--- src/rtl/seg7_scan_driver.sv ---
// rtl/seg7_scan_driver.sv - 8-digit multiplexed 7-segment driver with frame-aligned commit
// Optional decimal-point support is enabled by defining SEG7_DP_EN.
module seg7_scan_driver #(
  parameter int CLK_HZ   = 100_000_000,
  parameter int DIGIT_HZ = 1000
) (
  input  logic        clk,
  input  logic        rst,
  input  logic        load,
  input  logic [31:0] value_in,
  input  logic [7:0]  blank_in,
`ifdef SEG7_DP_EN
  input  logic [7:0]  dp_in,
  output logic        dp,
`endif
  output logic [7:0]  digits,
  output logic [6:0]  segments,
  output logic        frame_start,
  output logic        load_pending
);

  localparam int TICK_DIV = CLK_HZ / DIGIT_HZ;
  localparam int PW = (TICK_DIV > 2) ? $clog2(TICK_DIV) : 1;
  localparam logic [PW-1:0] TICK_LAST = PW'(TICK_DIV - 1);

  function automatic logic [6:0] seg_decode(input logic [3:0] h);
    logic [6:0] s;
    case (h)
      4'h0: s = 7'b1000000;
      4'h1: s = 7'b1111001;
      4'h2: s = 7'b0100100;
      4'h3: s = 7'b0110000;
      4'h4: s = 7'b0011001;
      4'h5: s = 7'b0010010;
      4'h6: s = 7'b0000010;
      4'h7: s = 7'b1111000;
      4'h8: s = 7'b0000000;
      4'h9: s = 7'b0010000;
      4'hA: s = 7'b0001000;
      4'hB: s = 7'b0000011;
      4'hC: s = 7'b1000110;
      4'hD: s = 7'b0100001;
      4'hE: s = 7'b0000110;
      default: s = 7'b0001110;
    endcase
    return s;
  endfunction

  logic [PW-1:0] presc_q, presc_d;
  logic [2:0]    idx_q, idx_d;
  logic [31:0]   shadow_val_q, shadow_val_d, pend_val_q, pend_val_d;
  logic [7:0]    shadow_blank_q, shadow_blank_d, pend_blank_q, pend_blank_d;
  logic          load_pending_q, load_pending_d;
  logic [7:0]    digits_q, digits_d;
  logic [6:0]    segments_q, segments_d;
  logic          frame_start_q, frame_start_d;
  logic          tick, frame;
`ifdef SEG7_DP_EN
  logic [7:0]    shadow_dp_q, shadow_dp_d, pend_dp_q, pend_dp_d;
  logic          dp_q, dp_d;
`endif

  always_comb begin
    tick           = (presc_q == TICK_LAST);
    frame          = tick && (idx_q == 3'd7);
    presc_d        = tick ? '0 : presc_q + 1'b1;
    idx_d          = tick ? idx_q + 3'd1 : idx_q;
    frame_start_d  = frame;
    shadow_val_d   = shadow_val_q;
    shadow_blank_d = shadow_blank_q;
    pend_val_d     = pend_val_q;
    pend_blank_d   = pend_blank_q;
    load_pending_d = load_pending_q;
`ifdef SEG7_DP_EN
    shadow_dp_d    = shadow_dp_q;
    pend_dp_d      = pend_dp_q;
`endif
    // A load landing on the boundary wins over anything already pending.
    if (frame && load) begin
      shadow_val_d   = value_in;
      shadow_blank_d = blank_in;
      load_pending_d = 1'b0;
`ifdef SEG7_DP_EN
      shadow_dp_d    = dp_in;
`endif
    end else if (frame && load_pending_q) begin
      shadow_val_d   = pend_val_q;
      shadow_blank_d = pend_blank_q;
      load_pending_d = 1'b0;
`ifdef SEG7_DP_EN
      shadow_dp_d    = pend_dp_q;
`endif
    end else if (load) begin
      pend_val_d     = value_in;
      pend_blank_d   = blank_in;
      load_pending_d = 1'b1;
`ifdef SEG7_DP_EN
      pend_dp_d      = dp_in;
`endif
    end

    if (shadow_blank_q[idx_q]) begin
      digits_d   = 8'hFF;
      segments_d = 7'h7F;
    end else begin
      digits_d   = ~(8'd1 << idx_q);
      segments_d = seg_decode(shadow_val_q[{idx_q, 2'b00} +: 4]);
    end
`ifdef SEG7_DP_EN
    dp_d = shadow_blank_q[idx_q] ? 1'b1 : ~shadow_dp_q[idx_q];
`endif
  end

  always_ff @(posedge clk or posedge rst) begin
    if (rst) begin
      presc_q        <= '0;
      idx_q          <= 3'd0;
      shadow_val_q   <= 32'd0;
      shadow_blank_q <= 8'hFF;
      pend_val_q     <= 32'd0;
      pend_blank_q   <= 8'd0;
      load_pending_q <= 1'b0;
      digits_q       <= 8'hFF;
      segments_q     <= 7'h7F;
      frame_start_q  <= 1'b0;
`ifdef SEG7_DP_EN
      shadow_dp_q    <= 8'd0;
      pend_dp_q      <= 8'd0;
      dp_q           <= 1'b1;
`endif
    end else begin
      presc_q        <= presc_d;
      idx_q          <= idx_d;
      shadow_val_q   <= shadow_val_d;
      shadow_blank_q <= shadow_blank_d;
      pend_val_q     <= pend_val_d;
      pend_blank_q   <= pend_blank_d;
      load_pending_q <= load_pending_d;
      digits_q       <= digits_d;
      segments_q     <= segments_d;
      frame_start_q  <= frame_start_d;
`ifdef SEG7_DP_EN
      shadow_dp_q    <= shadow_dp_d;
      pend_dp_q      <= pend_dp_d;
      dp_q           <= dp_d;
`endif
    end
  end

  assign digits       = digits_q;
  assign segments     = segments_q;
  assign frame_start  = frame_start_q;
  assign load_pending = load_pending_q;
`ifdef SEG7_DP_EN
  assign dp           = dp_q;
`endif

endmodule

--- config.mk ---
export PLATFORM = sky130hd
export DESIGN_NAME = seg7_scan_driver
export DESIGN_NICKNAME = d
export VERILOG_FILES = /design/src/rtl/seg7_scan_driver.sv
export SDC_FILE = /design/constraint.sdc
export NUM_CORES = 1
export LEC_CHECK = 0
export ABC_AREA = 1
export BUFFER_PORTS_ARGS = -buffer_cell sky130_fd_sc_hd__buf_2
export CAP_MARGIN = 20
export CORE_MARGIN = 1
export CORE_UTILIZATION = 54
export CTS_CLUSTER_SIZE = 28
export DETAILED_ROUTE_END_ITERATION = 7
export GPL_TIMING_DRIVEN = 1
export PLACE_DENSITY = 0.77
export SYNTH_ARGS = -nofsm -noshare
export SYNTH_HDL_FRONTEND = slang
export SYNTH_SLANG_ARGS = --single-unit
export TNS_END_PERCENT = 50
--- constraint.sdc ---
create_clock -name clk -period 3.24 [get_ports clk]
set_clock_uncertainty 0.1 [all_clocks]
set_input_delay 0.162 -clock clk [delete_from_list [all_inputs] [get_ports clk]]
set_output_delay 0.162 -clock clk [all_outputs]
set_load 0.02 [all_outputs]
After elaboration in Yosys (flattened, before gate mapping)
Memories as Yosys holds them, arrays and structs flattened.
Cells that the tools add are included.
{"block": "word_totals", "rom_bits": 112, "word_cells": 39, "reg_bits": 117, "out_inout_bits": 17, "mem_count": 1, "inputBits": 43}
{"memory": "(name not given)", "depth": 16, "width": 7, "read_ports": 1, "rd_ports_with_merged_regs": 0, "write_ports": 0, "line_no": "28", "text": "case (h)"}
{"block": "op_classes", "n_eq_ne": 2, "muxes": 12, "add_sub_neg": 2, "n_lt_le_gt_ge": 1, "reduce_logical": 6, "n_shift": 2, "n_bitwise": 3}
{"cell": "32-bit 2-to-1 mux", "n": 2}
{"cell": "32-bit by 6-bit indexed part select with 4-bit output", "n": 1}
{"cell": "8-bit 2-to-1 mux", "n": 3}
{"cell": "17-bit by 1-bit adder with 17-bit output, second input constant", "n": 1}
{"cell": "17-bit == test, second input constant", "n": 1}
{"cell": "17-bit 2-to-1 mux", "n": 1}
{"cell": "8-bit inverter", "n": 1}
{"cell": "1-bit by 3-bit << shifter with 8-bit output, first input constant", "n": 1}
{"cell": "7-bit 2-to-1 mux", "n": 1}
{"cell": "3-bit by 4-bit less-than comparator with 1-bit output, second input constant", "n": 1}
{"cell": "1-bit 2-to-1 mux", "n": 4}
{"cell": "3-bit by 1-bit adder with 3-bit output, second input constant", "n": 1}
{"cell": "1-bit binary-select mux with 3-bit select", "n": 1}
{"cell": "3-bit == test, second input constant", "n": 1}
{"cell": "1-bit logical AND", "n": 3}
{"cell": "3-bit AND reduction", "n": 1}
{"cell": "3-bit nonzero test", "n": 1}
{"cell": "1-bit inverter", "n": 2}
{"cell": "2-bit nonzero test", "n": 1}

Depth between registers and ports, before layout
{"block": "logic_depth", "word_depth": 5, "ltp_mapped": 13, "depth_no_buf": 12}

Worst setup path after synthesis
Ideal clock, no wire load.
{"block": "synth_timing", "kind": "reg-to-reg", "startpoint": "register idx_q[0]", "endpoint": "register segments_q[5] (netlist: segments[5])", "arrival_ps": 1589, "setup_slack_ps": 1462, "stages_incl_launch_ff": 12, "synth_period_minus_slack_ps": 1778, "cell_sequence": "dfrtp_1 buf_1 nand2_1 nand3_1 nand3_1 nand2_1 inv_1 ha_1 nand3_1 nand2_1 nand2_1 nand3_1"}
{"block": "synth_between", "elab_chain_len": 3, "elab_cells_between_ends": 5}
{"item": "from (decl)", "line_no": "50", "text": "logic [2:0] idx_q, idx_d;"}
{"item": "from (signal assigned)", "line_no": "133", "text": "idx_q <= idx_d;"}
{"item": "32-bit by 6-bit indexed part select with 4-bit output / 1-bit binary-select mux with 3-bit select (equally long branches)", "line_no": "107, 102"}
{"item": "memory 16 x 7 bit / 1-bit 2-to-1 mux (equally long branches)"}
{"item": "7-bit 2-to-1 mux (*)", "line_no": "102", "text": "if (shadow_blank_q[idx_q]) begin"}
{"item": "net segments_d[5]", "line_no": "55", "text": "logic [6:0] segments_q, segments_d;"}
{"item": "to (signal assigned)", "line_no": "140", "text": "segments_q <= segments_d;"}
{"item": "to (decl)", "line_no": "55"}
Mark *: on every way through the listed nets, which the timed path passes. The rest lies on a longest branch. The select of a mux whose other input is x is not followed.
A chain may end at the register's enable or synchronous reset.

Final worst setup path
Same ends and word-level chain as after synthesis.

==> results.md <==
* RD Place Congestion at 0.887
* Simple-gate portion of the synthesized area at 37.5%
* Outcome: finished clean
* Fmax at 0.460 GHz
* Top FF cell, synth: dfrtp_1
* Chip width at 109 µm
* Synth cell types at 25
* Power density cells at 481 nW/µm²
* Max Slew Vio Count at 0
* Antenna violations before repair at 0
* # resized after CTS at 0
* Setup CP Type: reg -> reg
* Die Footprint at 11,900 µm²
* FF-to-FF End: segments[5]
* Crit path from: idx_q[0]
* R2r startpoint: idx_q[0]
* Met2 routed WL at 6.68 mm
* Xor and xnor area share after synthesis at 1.27%
* CTS H-tree lvls at 4
* Crit path launch type: flip-flop
* Area growth from synthesis to final layout at 22.5%
* Worst Tran Pin Value at 0.639 ns
* Setup crit end: segments[5]
* Worst-path clk slew at 0.05 ns
* Global-route total usage across every layer at 26.4%
* Starting Density at 56.4%
* Reg2Reg Setup Slack at 1.07 ns
* #FFs+latches synth at 117
* Grt ovf at 0
* ANT cells at 0
* Crit path buffers/inverters at 2
* Period utilization at 67.0%
* Vert. Die Dim at 109 µm
* Critical path, cell by cell: inv_1 -> nand2_1 -> nand3_1 -> nand3_1 -> nand2_1 -> inv_1 -> ha_1 -> nand3_1 -> nand2_1 -> nand2_1 -> nand3_1
* DP HPWL at 8.70 mm
* Worst rel slew slack at 57.0%
* Clock Path Buffers at 2
* Drt drc at 0
* Clk_lat worst skew at 0.43 ns
* Final hold violations at 0
* DR WL met3 at 626 µm
* Crit path capture type: flip-flop
* Seq/Total Area, Yosys at 47.8%
* Worst-path fanout max at 22
* First-pass GRT wire length at 24.1 mm
* Largest family of logic cells by synthesized area: simple AND/OR/NAND/NOR gates
* Worst path slowest cell: inv_1
* Compound-Gate Fraction of Synth Area at 1.41%
* Rows at 38
* Max_cap viols at 0
* Buffers on Ports at 59
* Num Clock Sinks at 117
* Pin count of the biggest net entering global routing at 118
* Mux cell area share after synthesis at 0%
* Top routing layer used: met4
* Starting DRT DRC Count at 374
* DRT Pass-1 Iters at 5
* Leakage Power at 4.24 nW
* Core region area at 11,000 µm²
* Setup tns final at 0 ns
* Wire per inst at 12.9 µm
* Syn avg cell area at 7.23 µm²
* FFs w/ async S/R, synth at 100%
* Vias in the first global route at 5,304
* CP max stage delay at 0.46 ns
* Yosys warns at 0
* Share of cells above drive strength 1 at 15.7%
* Synth Instances at 856
* Peak VDD IR at 436 µV
* Fin nets at 1,001
* Antenna-violating nets left at 0
* Worst path depth at 11
* Cell area after synthesis at 6190 µm²
* Reg2Reg Depth at 11
* CTS Buf Count at 17
* Endpoint required time on the critical path at 3.47 ns
* Worst EP arrival at 2.40 ns
* Crit path max-delay family: simple AND/OR/NAND/NOR gates
* Synth Area in Adders at 2.43%
* Synth Net Count at 911
* CTS tree: yes
* Vias at 5,465
* Io pins at 60
* Fin util at 69.1%
* Routed WL at 14.2 mm
* Post-synth EDFFs at 0
* RSZ-0062 raised after global routing: false
* Hold crit path type: in -> reg
* Setup Viol. Count Final at 0
* Clock root cell: clkbuf_16
* Met1 wire length at 6.59 mm
* Tot Pwr at 0.00365 W
* Vias per inst at 4.97
* Fin crit period at 2.17 ns
[registers in the layout, summed over array words and instances, names as in the netlist]
register,flops
pend_val_q,32
shadow_val_q,32
presc_q,17
digits,8
pend_blank_q,8
shadow_blank_q,8
segments,7
idx_q,3
frame_start,1
load_pending,1
[timing repair]
action,in CTS,in global routing
hold endpoints to repair,151,0
hold buffers,41,0
buffers inserted,0,0
[worst min-delay path, delay by kind of cell]
family        cells  cell delay, ns
simple gates      2            0.17
buf+inv           1            0.21
[worst min path at each step]
stage               cells past startpoint         endpoint         start  slack [ns]
global route                            3  pend_blank_q[3]          load        0.07
detailed placement                      3       presc_q[8]           rst        0.30
global placement                        3       presc_q[8]           rst        0.29
CTS                                     3  pend_blank_q[3]          load        0.06
finish                                  3  pend_blank_q[3]          load        0.08
floorplan                               2   pend_val_q[10]  value_in[10]        0.21
[logic make-up (layout without fill, tap and decap cells)]
| logic type | after synthesis | after routing |
|---|---|---|
| and+or+nand+nor | 555 | 555 |
| buffers and inverters | 147 | 250 |
| DFF | 117 | 117 |
| AOI/OAI and AO/OA | 16 | 16 |
| adders and majority gates | 12 | 12 |
| xor gates and xnor gates | 9 | 9 |
[cells in the mapped netlist (2+ instances only)]
library cell,number,area share [%]
a21oi_1,3,0.24
buf_1,5,0.30
buf_2,19,1.5
buf_6,3,0.55
clkbuf_1,11,0.67
dfrtp_1,94,38
dfstp_2,23,9.8
ha_1,12,2.4
inv_1,106,6.4
inv_2,3,0.18
nand2_1,323,20
nand2_2,2,0.20
nand3_1,99,8.0
nand3b_1,2,0.24
nand4_1,8,0.81
nor2_1,90,5.5
nor2_2,19,1.9
nor3_1,7,0.57
o21ai_0,11,0.89
o22a_1,2,0.28
or2_2,2,0.20
xor2_1,9,1.3
[power breakdown]
group          total (W)  leakage (nW)  internal (W)  switching (W)
clock            0.00188         0.295       0.00122       0.000656
combinational   0.000232          2.48      0.000101       0.000131
sequential       0.00153          1.46       0.00151      0.0000241
total            0.00365          4.24       0.00283       0.000811
[layer usage]
layer  global-route usage, %  up-vias
li1                        -     2776
met1                    34.6     2524
met2                    42.5      139
met3                    4.90       26
met4                    12.1        0
met5                       0        -
[through the flow]
step | cell area [µm²] | hold WS, ns | cells | setup WS (ns)
CTS | 7590 | 0.0622 | 1099 | 1.09
global placement | 6580 | 0.291 | 1026 | 1.17
detailed placement | 6580 | 0.301 | 1026 | 1.11
floorplan | 6190 | 0.207 | 856 | 1.46
global route | 7590 | 0.0680 | 1099 | 0.825
finish | 7590 | 0.0766 | 1099 | 1.07
[placed cells by master, fill, tap and decap left out]
master	n
nand3_1	99
inv_2	3
nor2_1	90
xor2_1	9
buf_2	59
nor3_1	7
bufinv_16	2
dfstp_2	23
nor2_4	1
dlygate4sd3_1	41
buf_4	7
inv_1	105
nor2_2	19
buf_12	2
clkinv_2	5
nand3b_1	2
o21ai_0	11
nand4_1	8
nand4_4	1
clkbuf_1	1
clkinvlp_4	3
ha_1	12
a21oi_1	3
o22a_1	2
clkbuf_16	17
nor4_1	1
nand2_2	2
or2_2	2
clkbuf_8	5
dfrtp_1	94
nand2_1	323
[area by class of cell]
type | instances | area, µm²
clock buffers | 23 | 498
clock inverters | 9 | 100
fillers | 896 | 3400
inverters | 109 | 413
multi-input cells | 592 | 2650
flip-flops and latches | 117 | 2960
well taps | 140 | 175
repair buffers | 109 | 798
Note: power is estimated with default switching activity, not from simulation.
